**src/rtl/fpaddsub_rr_scheduler_if.sv**
```systemverilog
// fpaddsub_rr_scheduler_if: requester, datapath issue/result and response signals of the scheduler
interface fpaddsub_rr_scheduler_if #(parameter int NREQ = 4);
   logic                 enable;
   logic [NREQ-1:0]      req_valid;
   logic [NREQ-1:0]      req_ready;
   logic [32*NREQ-1:0]   req_a;
   logic [32*NREQ-1:0]   req_b;
   logic [NREQ-1:0]      req_op;
   logic                 dp_en;
   logic                 dp_valid;
   logic [31:0]          dp_a;
   logic [31:0]          dp_b;
   logic                 dp_op;
   logic [31:0]          dp_result;
   logic [NREQ-1:0]      resp_valid;
   logic [31:0]          resp_data;
   logic                 busy;
   modport master (
      output enable, req_valid, req_a, req_b, req_op, dp_result,
      input  req_ready, dp_en, dp_valid, dp_a, dp_b, dp_op, resp_valid, resp_data, busy
   );
   modport slave (
      input  enable, req_valid, req_a, req_b, req_op, dp_result,
      output req_ready, dp_en, dp_valid, dp_a, dp_b, dp_op, resp_valid, resp_data, busy
   );
endinterface

```
**src/rtl/fpaddsub_rr_scheduler.sv**
```systemverilog
// fpaddsub_rr_scheduler: round-robin sharing of one pipelined FP add/sub datapath with tag-steered results
module fpaddsub_rr_scheduler #(
   parameter int NREQ = 4,
   parameter int TAGW = 2,
   parameter int LAT  = 4
) (
   input logic                    clk,
   input logic                    rst_n,
   fpaddsub_rr_scheduler_if.slave bus
);
   logic [TAGW-1:0] ptr;
   logic [TAGW-1:0] gidx;
   logic [TAGW-1:0] cand;
   logic [TAGW-1:0] nxt;
   logic [TAGW-1:0] dp_tag;
   logic            hit;
   logic [LAT-1:0]  sv_valid;
   logic [TAGW-1:0] sv_tag [LAT];
   always_comb begin
      hit  = 1'b0;
      gidx = '0;
      cand = '0;
      for (int k = 0; k < NREQ; k++) begin
         cand = TAGW'((int'(ptr) + k) % NREQ);
         if (!hit && bus.enable && bus.req_valid[cand]) begin
            hit  = 1'b1;
            gidx = cand;
         end
      end
   end
   assign nxt           = (int'(gidx) == NREQ - 1) ? '0 : gidx + 1'b1;
   assign bus.req_ready = (hit && rst_n) ? (NREQ'(1) << gidx) : '0;
   assign bus.dp_en     = bus.enable;
   assign bus.busy      = bus.dp_valid | (|sv_valid);
   // The shadow pipeline mirrors the datapath latency so the tag lines up with DpResult.
   always_ff @(posedge clk or negedge rst_n) begin
      if (!rst_n) begin
         ptr            <= '0;
         bus.dp_valid   <= 1'b0;
         bus.dp_a       <= '0;
         bus.dp_b       <= '0;
         bus.dp_op      <= 1'b0;
         dp_tag         <= '0;
         sv_valid       <= '0;
         for (int s = 0; s < LAT; s++) sv_tag[s] <= '0;
         bus.resp_valid <= '0;
         bus.resp_data  <= '0;
      end else if (bus.enable) begin
         bus.dp_valid <= hit;
         if (hit) begin
            ptr       <= nxt;
            bus.dp_a  <= bus.req_a[32*gidx +: 32];
            bus.dp_b  <= bus.req_b[32*gidx +: 32];
            bus.dp_op <= bus.req_op[gidx];
            dp_tag    <= gidx;
         end
         sv_valid[0] <= bus.dp_valid;
         sv_tag[0]   <= dp_tag;
         for (int s = 1; s < LAT; s++) begin
            sv_valid[s] <= sv_valid[s-1];
            sv_tag[s]   <= sv_tag[s-1];
         end
         bus.resp_valid <= sv_valid[LAT-1] ? (NREQ'(1) << sv_tag[LAT-1]) : '0;
         if (sv_valid[LAT-1]) bus.resp_data <= bus.dp_result;
      end
   end
   a_tag_range: assert property (@(posedge clk) disable iff (!rst_n)
      sv_valid[LAT-1] |-> int'(sv_tag[LAT-1]) < NREQ);
endmodule

```
**src/flat_wrapper.sv**
```systemverilog
// flat-port wrapper written by rule: the top's interface ports become plain ports
module fpaddsub_rr_scheduler_flat 
#(
   parameter int NREQ = 4,
   parameter int TAGW = 2,
   parameter int LAT  = 4
)
  (clk, rst_n, bus_enable, bus_req_valid, bus_req_a, bus_req_b, bus_req_op, bus_dp_result, bus_req_ready, bus_dp_en, bus_dp_valid, bus_dp_a, bus_dp_b, bus_dp_op, bus_resp_valid, bus_resp_data, bus_busy);
  fpaddsub_rr_scheduler_if #(.NREQ(NREQ)) bus_i ();
  input logic clk;
  input logic rst_n;
  input wire logic [$bits(bus_i.enable)-1:0] bus_enable;
  input wire logic [$bits(bus_i.req_valid)-1:0] bus_req_valid;
  input wire logic [$bits(bus_i.req_a)-1:0] bus_req_a;
  input wire logic [$bits(bus_i.req_b)-1:0] bus_req_b;
  input wire logic [$bits(bus_i.req_op)-1:0] bus_req_op;
  input wire logic [$bits(bus_i.dp_result)-1:0] bus_dp_result;
  output wire logic [$bits(bus_i.req_ready)-1:0] bus_req_ready;
  output wire logic [$bits(bus_i.dp_en)-1:0] bus_dp_en;
  output wire logic [$bits(bus_i.dp_valid)-1:0] bus_dp_valid;
  output wire logic [$bits(bus_i.dp_a)-1:0] bus_dp_a;
  output wire logic [$bits(bus_i.dp_b)-1:0] bus_dp_b;
  output wire logic [$bits(bus_i.dp_op)-1:0] bus_dp_op;
  output wire logic [$bits(bus_i.resp_valid)-1:0] bus_resp_valid;
  output wire logic [$bits(bus_i.resp_data)-1:0] bus_resp_data;
  output wire logic [$bits(bus_i.busy)-1:0] bus_busy;
  assign bus_i.enable = bus_enable;
  assign bus_i.req_valid = bus_req_valid;
  assign bus_i.req_a = bus_req_a;
  assign bus_i.req_b = bus_req_b;
  assign bus_i.req_op = bus_req_op;
  assign bus_i.dp_result = bus_dp_result;
  assign bus_req_ready = bus_i.req_ready;
  assign bus_dp_en = bus_i.dp_en;
  assign bus_dp_valid = bus_i.dp_valid;
  assign bus_dp_a = bus_i.dp_a;
  assign bus_dp_b = bus_i.dp_b;
  assign bus_dp_op = bus_i.dp_op;
  assign bus_resp_valid = bus_i.resp_valid;
  assign bus_resp_data = bus_i.resp_data;
  assign bus_busy = bus_i.busy;
  fpaddsub_rr_scheduler #(.NREQ(NREQ), .TAGW(TAGW), .LAT(LAT)) u_core (.clk(clk), .rst_n(rst_n), .bus(bus_i));
endmodule
```
**config.mk**
```make
export PLATFORM = sky130hd
export DESIGN_NAME = fpaddsub_rr_scheduler_flat
export DESIGN_NICKNAME = d
export VERILOG_FILES = /design/src/rtl/fpaddsub_rr_scheduler_if.sv /design/src/rtl/fpaddsub_rr_scheduler.sv /design/src/flat_wrapper.sv
export SDC_FILE = /design/constraint.sdc
export NUM_CORES = 1
export LEC_CHECK = 0
export BUFFER_PORTS_ARGS = -buffer_cell sky130_fd_sc_hd__clkbuf_2
export CAP_MARGIN = 30
export CORE_AREA = 2 2 159 161
export DETAILED_ROUTE_END_ITERATION = 10
export DIE_AREA = 0 0 161 163
export MAX_ROUTING_LAYER = met4
export PLACE_DENSITY = 0.59
export SYNTH_ARGS = -nofsm -noshare
export SYNTH_HDL_FRONTEND = slang
export SYNTH_SLANG_ARGS = --single-unit
```
**constraint.sdc**
```tcl
create_clock -name clk -period 2.4 [get_ports clk]
set_clock_uncertainty 0.1 [all_clocks]
set_input_delay 0.36 -clock clk [delete_from_list [all_inputs] [get_ports clk]]
set_output_delay 0.36 -clock clk [all_outputs]
set_load 0.02 [all_outputs]
```
=== After elaboration in Yosys (flattened, before gate mapping) ===
Cells that the tools add are included.

* Register bits after elaboration: 118
* Latch bits: 0
* Bits in writable memories: 0
* Bits in read-only memories: 0
* Input bits: 299
* Output and inout bits: 108
* Logic and storage cells: 63
* Memories: 0

* Add/subtract/negate cells: 4
* $mul: 0
* Divide/modulo/power cells: 0
* $lt $le $gt $ge: 5
* Eq/ne operators: 1
* Shift operators: 4
* Muxes and demuxes: 21
* Bitwise operators: 1
* Reductions and logical operators: 14

{| class="wikitable"
|+ Operators with widths
! operator !! number
|-
| $shiftx A128 B8 Y32 || 2
|-
| $lt A2 B3 Y1 const B || 5
|-
| $bmux W1 S2 || 5
|-
| $mux W2 || 5
|-
| $mux W1 || 9
|-
| $logic_and A1 B1 Y1 || 8
|-
| $mux W4 || 2
|-
| $shl A1 B2 Y4 const A || 2
|-
| $add A2 B1 Y2 const B || 2
|-
| $add A2 B2 Y2 const B || 2
|-
| $reduce_and A2 Y1 || 2
|-
| $reduce_or A4 Y1 || 1
|-
| $logic_not A1 Y1 || 3
|-
| $eq A2 B1 Y1 const B || 1
|-
| $or A1 B1 Y1 || 1
|}

=== Logic depth before layout (Yosys ltp) ===
* Depth in word-level cells: 18
* Mapped depth: 10
* Gate-level depth less buffers: 7

=== Worst setup path before layout ===
OpenSTA, ideal clock, no wires.

* Kind: register -> output
* Start: register u_core.ptr[1]
* End: output bus_req_ready[2]
* Data arrival time: 2.078 ns
* Path slack: -0.138 ns
* Cell stages (with the launch flop): 11
* Path buffers: 3
* Path through: dfrtp_1 -> buf_4 -> nor4b_1 -> mux2i_1 -> o32a_2 -> mux2i_4 -> buf_6 -> buf_6 -> inv_1 -> ha_1 -> and3_1

* Longest elaborated chain between the ends: 18

{| class="wikitable"
|+ RTL lines
! what !! RTL line !! source
|-
| from (decl) || fpaddsub_rr_scheduler.sv:11 || <nowiki>logic [TAGW-1:0] ptr;</nowiki>
|-
| from (signal assigned) || fpaddsub_rr_scheduler.sv:51 || <nowiki>ptr <= nxt;</nowiki>
|-
| $bmux W1 S2 || fpaddsub_rr_scheduler.sv:25 || <nowiki>if (!hit && bus.enable && bus.req_valid[cand]) begin</nowiki>
|-
| $mux W1 (implied by the code) || fpaddsub_rr_scheduler.sv:25 ||
|-
| $logic_and A1 B1 Y1 || fpaddsub_rr_scheduler.sv:25 ||
|-
| $mux W1 || fpaddsub_rr_scheduler.sv:25 ||
|-
| $logic_not A1 Y1 || fpaddsub_rr_scheduler.sv:25 ||
|-
| $logic_and A1 B1 Y1 (2 in series) || fpaddsub_rr_scheduler.sv:25 ||
|-
| $mux W1 || fpaddsub_rr_scheduler.sv:25 ||
|-
| $logic_not A1 Y1 || fpaddsub_rr_scheduler.sv:25 ||
|-
| $logic_and A1 B1 Y1 (2 in series) || fpaddsub_rr_scheduler.sv:25 ||
|-
| $mux W1 || fpaddsub_rr_scheduler.sv:25 ||
|-
| $logic_not A1 Y1 || fpaddsub_rr_scheduler.sv:25 ||
|-
| $logic_and A1 B1 Y1 (2 in series) || fpaddsub_rr_scheduler.sv:25 ||
|-
| $mux W2 / $mux W1 (equally long branches) || fpaddsub_rr_scheduler.sv:25 ||
|-
| $shl A1 B2 Y4 / $logic_and A1 B1 Y1 (equally long branches) || fpaddsub_rr_scheduler.sv:32 || <nowiki>assign bus.req_ready = (hit && rst_n) ? (NREQ'(1) << gidx) : '0;</nowiki>
|-
| $mux W4 * || fpaddsub_rr_scheduler.sv:32 ||
|-
| to (decl) || flat_wrapper.sv:18 || <nowiki>output wire logic [$bits(bus_i.req_ready)-1:0] bus_req_ready;</nowiki>
|}

Every way passes the cells marked *; elsewhere a longest branch is shown, timed or not. The select of a mux whose other input is x is not followed.

=== Worst setup path after layout ===
* Start: register u_core.ptr[0]
* End: output bus_req_ready[3]

The elaborated chain is that of the path after synthesis.

==> impl_results.md <==
* Horizontal die dimension at 161 um
* Static Leakage at between 0.005 and 0.006 uW
* IO Port Bufs at about 410
* Fraction of layout cells with a size suffix above 1 at between 60 and 70%
* Relative slew margins at 66.96%
* Via count of the first global-routing pass at ~6100
* Relative area change from synthesis to final layout at 57.94%
* Synth Warn # at 0
* Slowest stage delay, CP at roughly 0.45 ns
* Clock latency of the later-clocked register in the worst-skew pair at a little over 0.4 ns
* Number of hold violations in the final report at 0
* Final net count at ~1400
* Floorplan core area at ~25000 sq um
* GR Layer Usage met1 at roughly a fifth
* Vias after detailed routing at approximately 6000
* Ratio of routed vias to standard cells at about 4.4
* Worst-path cell chain: mux2_4 > a211oi_2 > o32a_2 > mux2i_4 > buf_4 > buf_6 > buf_8 > nor2_4 > clkbuf_8
* Cell type with the largest total area after synthesis: sky130_fd_sc_hd__dfrtp_1
* Critical path endpoint category: output port
* Combined area of all synthesized cells at 6822 sq um
* Ys flop type: sky130_fd_sc_hd__dfrtp_1
* Slowest stage cell on the critical path: sky130_fd_sc_hd__dfrtp_2
* Number of enable flip-flop cells after synthesis at 0
* Syn avg cell area at about 11 sq um
* Met2 routing resource usage after global routing at slightly below 30%
* Net Count, Synth at around 910
* Worst-Margin Slew at roughly 0.5 ns
* Worst setup SP type: register
* Design Area, Final at approximately 11000 sq um
* Cells taking the most area after synthesis: sky130_fd_sc_hd__dfrtp_1, sky130_fd_sc_hd__mux2i_1, sky130_fd_sc_hd__mux2_2, sky130_fd_sc_hd__nand2_1, sky130_fd_sc_hd__o21ai_1
* Number of antenna violations at the first check in global routing at 1
* Die Height at 163 um
* TritonCTS clock tree: built
* Startpoint-to-endpoint class of the critical path: register to output port
* Mapped Cells at approximately 610
* Clock buffer depth at 2
* Hold crit path type: primary input to register
* Count of boundary I/O pins at 407
* Synth unique cells at 40
* Routed WL per cell at 16.00 um
* Clock slew at the register clock pins of the worst setup and hold paths at around 0.06 ns
* Required time of the critical path at 1.94 ns
* Share of synthesized area occupied by flip-flops and latches at around 43%
* Hold slack final at roughly 0.086 ns
* Area share of the largest cell type after synthesis at between 40% and 50%
* Status: complete, but fails checks
* Detail Route Antenna Nets at 0
* Clock root buffer: sky130_fd_sc_hd__clkbuf_16
* Tot GR Track Use at 16.80%
* Setup repair after global routing missed its margin: true
* Cell area after placement at roughly 9400 sq um
* First-pass iteration count of the detailed router at 4
* Max-slew violations at 0
* Clk sinks at 118
* Count of H-tree levels built during CTS at 4
* Peak clock frequency supported by timing at roughly 370 MHz
* DRC violation total after the first TritonRoute iteration at roughly 200
* Crit path time final at 2.731 ns
* GRT met3 Usage at approximately 3.8%
* DPL Wire Length at between 15000 and 20000 um
* Power density relative to cell area at 1100 nW/um^2
* Post-route DRC violation count at 0
* Maximum fanout along the worst path at 6
* Starting density of the core at approximately 28%
* Worst Slack Setup Final at -0.3309 ns
* Full die area at 26240 sq um
* Worst ir drop on vdd at ~0.00048 V
* Max-cap violations at 0
* Aggregate global routing overflow at 0
* Pin count of the biggest net entering global routing at a little over 90
* Kind of cell adding the most delay to the critical path: buffers and inverters
* Number of core rows at 58
* Grt peak-use layer: met2
* Number of CTS-inserted buffers at 17
* Proportion of synthesized flip-flops having asynchronous set or reset at 100.0%
* Violated checks: negative setup slack
* Post-synthesis register bit count at ~120
* Number of buffer and inverter instances along the worst setup path at 4
* Share of the clock period used by the worst path at 113.8%
* Final wirelength at 22350 um
* Count of endpoints failing setup in the final report at 69
* Data arrival at the endpoint of the critical path at about 2.3 ns
* Global-route wire length before repair at roughly 33000 um
* Final weighted congestion in routability-driven placement at roughly 0.83
-- synthesized netlist by cell type, types with 2 or more instances --
cell                        count
sky130_fd_sc_hd__mux2i_1      135
sky130_fd_sc_hd__dfrtp_1      118
sky130_fd_sc_hd__mux2_2       107
sky130_fd_sc_hd__nand2_1       75
sky130_fd_sc_hd__o21ai_1       56
sky130_fd_sc_hd__buf_2         15
sky130_fd_sc_hd__clkbuf_1      15
sky130_fd_sc_hd__o21ai_0       12
sky130_fd_sc_hd__buf_6          9
sky130_fd_sc_hd__nor2_1         8
sky130_fd_sc_hd__buf_4          5
sky130_fd_sc_hd__nand2b_1       5
sky130_fd_sc_hd__buf_1          4
sky130_fd_sc_hd__mux2_1         4
sky130_fd_sc_hd__o2bb2ai_1      4
sky130_fd_sc_hd__inv_1          3
sky130_fd_sc_hd__a21o_1         2
sky130_fd_sc_hd__a21oi_1        2
sky130_fd_sc_hd__nand3_1        2
sky130_fd_sc_hd__nor2b_1        2
sky130_fd_sc_hd__nor4b_1        2
sky130_fd_sc_hd__o211ai_2       2
-- power by group --
group	leakage, uW	internal [uW]	switching (uW)
clock	0.000295	1550	1010
combinational	0.00378	3200	3000
sequential	0.00141	2680	408
-- worst paths after layout --
check                                    start                  endpoint  slack [ns]  cells after the start
hold reg to reg            u_core.bus.dp_b[28]       u_core.bus.dp_b[28]        0.38                      2
setup / recovery                 u_core.ptr[0]          bus_req_ready[3]       -0.33                      9
min in group asynchronous                rst_n        u_core.bus.dp_b[2]        0.64                      3
hold / removal               bus_dp_result[24]  u_core.bus.resp_data[24]        0.09                      2
max in group asynchronous                rst_n        u_core.bus.dp_a[6]        1.16                      3
setup reg to reg                 u_core.ptr[1]       u_core.bus.dp_a[22]       -0.24                     12
-- per-stage QoR --
| step | setup TNS, ns | power [uW] | setup WS, ns | std cells | util (%) |
|---|---|---|---|---|---|
| finish | -10.89 | 11850 | -0.3309 | 1397 | 43.67 |
| global route | -19.49 | 12560 | -0.4512 | 1397 | 43.67 |
| CTS | -11.15 | 11650 | -0.3456 | 1388 | 42.68 |
| detailed placement | -0.5854 | 8208 | -0.05725 | 1333 | 38.16 |
| global placement | -0.009681 | 8135 | -0.009681 | 1333 | 38.16 |
| floorplan | 0 | 6507 | 0.01041 | 605 | - |
-- per-layer routing --
| metal | up-vias | part of all wire, % |
|---|---|---|
| met4 | 0 | 0.84 |
| li1 | 3070 | - |
| met5 | - | 0 |
| met3 | 13 | 6.7 |
| met2 | 254 | 51 |
| met1 | 2846 | 41 |
-- cells by family after synthesis --
kind of cell | share of synthesized area [%]
fa+ha+maj | 0.1834
simple gates | 6.328
mux | 38.46
compound gates | 7.117
buf+inv | 4.622
flops | 43.29
-- registers in the layout, summed over array words and instances (netlist names) --
signal,count
u_core.bus.dp_valid,1
u_core.sv_tag,8
u_core.dp_tag,2
u_core.sv_valid,4
u_core.bus.resp_data,32
u_core.bus.dp_b,32
u_core.bus.dp_a,32
u_core.bus.resp_valid,4
u_core.ptr,2
u_core.bus.dp_op,1
-- area by class of cell --
type | instances | area, sq um
Antenna cell | 1 | 2.502
Clock buffer | 17 | 425.4
Clock inverter | 15 | 165.2
Fill cell | 2400 | 13900
Inverter | 4 | 15.01
Multi-Input combinational cell | 434 | 3804
Sequential cell | 118 | 2955
Tap cell | 330 | 412.9
Timing Repair Buffer | 478 | 2994
-- repair_timing --
item                                    4_1_cts  5_1_grt
buffers inserted                             17        8
endpoints found under the setup margin       33       70
hold endpoints to repair                     77        0
pin swaps                                    10        3
hold buffers                                  1        0
resized for setup                            69       45
cloned                                        5        3
-- cell usage in the layout, fill, tap and decap left out, drive strengths merged, types with 2 or more instances in the layout --
cell type,count
dfrtp,118
buf,72
inv,11
nor2b,2
o32a,2
o211ai,3
mux2,111
nor2,8
clkinv,6
nand2,75
mux2i,136
nor4b,2
a21oi,2
clkbuf,422
nand3,2
o21ai,68
bufinv,2
a21o,2
o2bb2ai,4
nand2b,5
No activity file was read; power rests on OpenSTA's default activity.
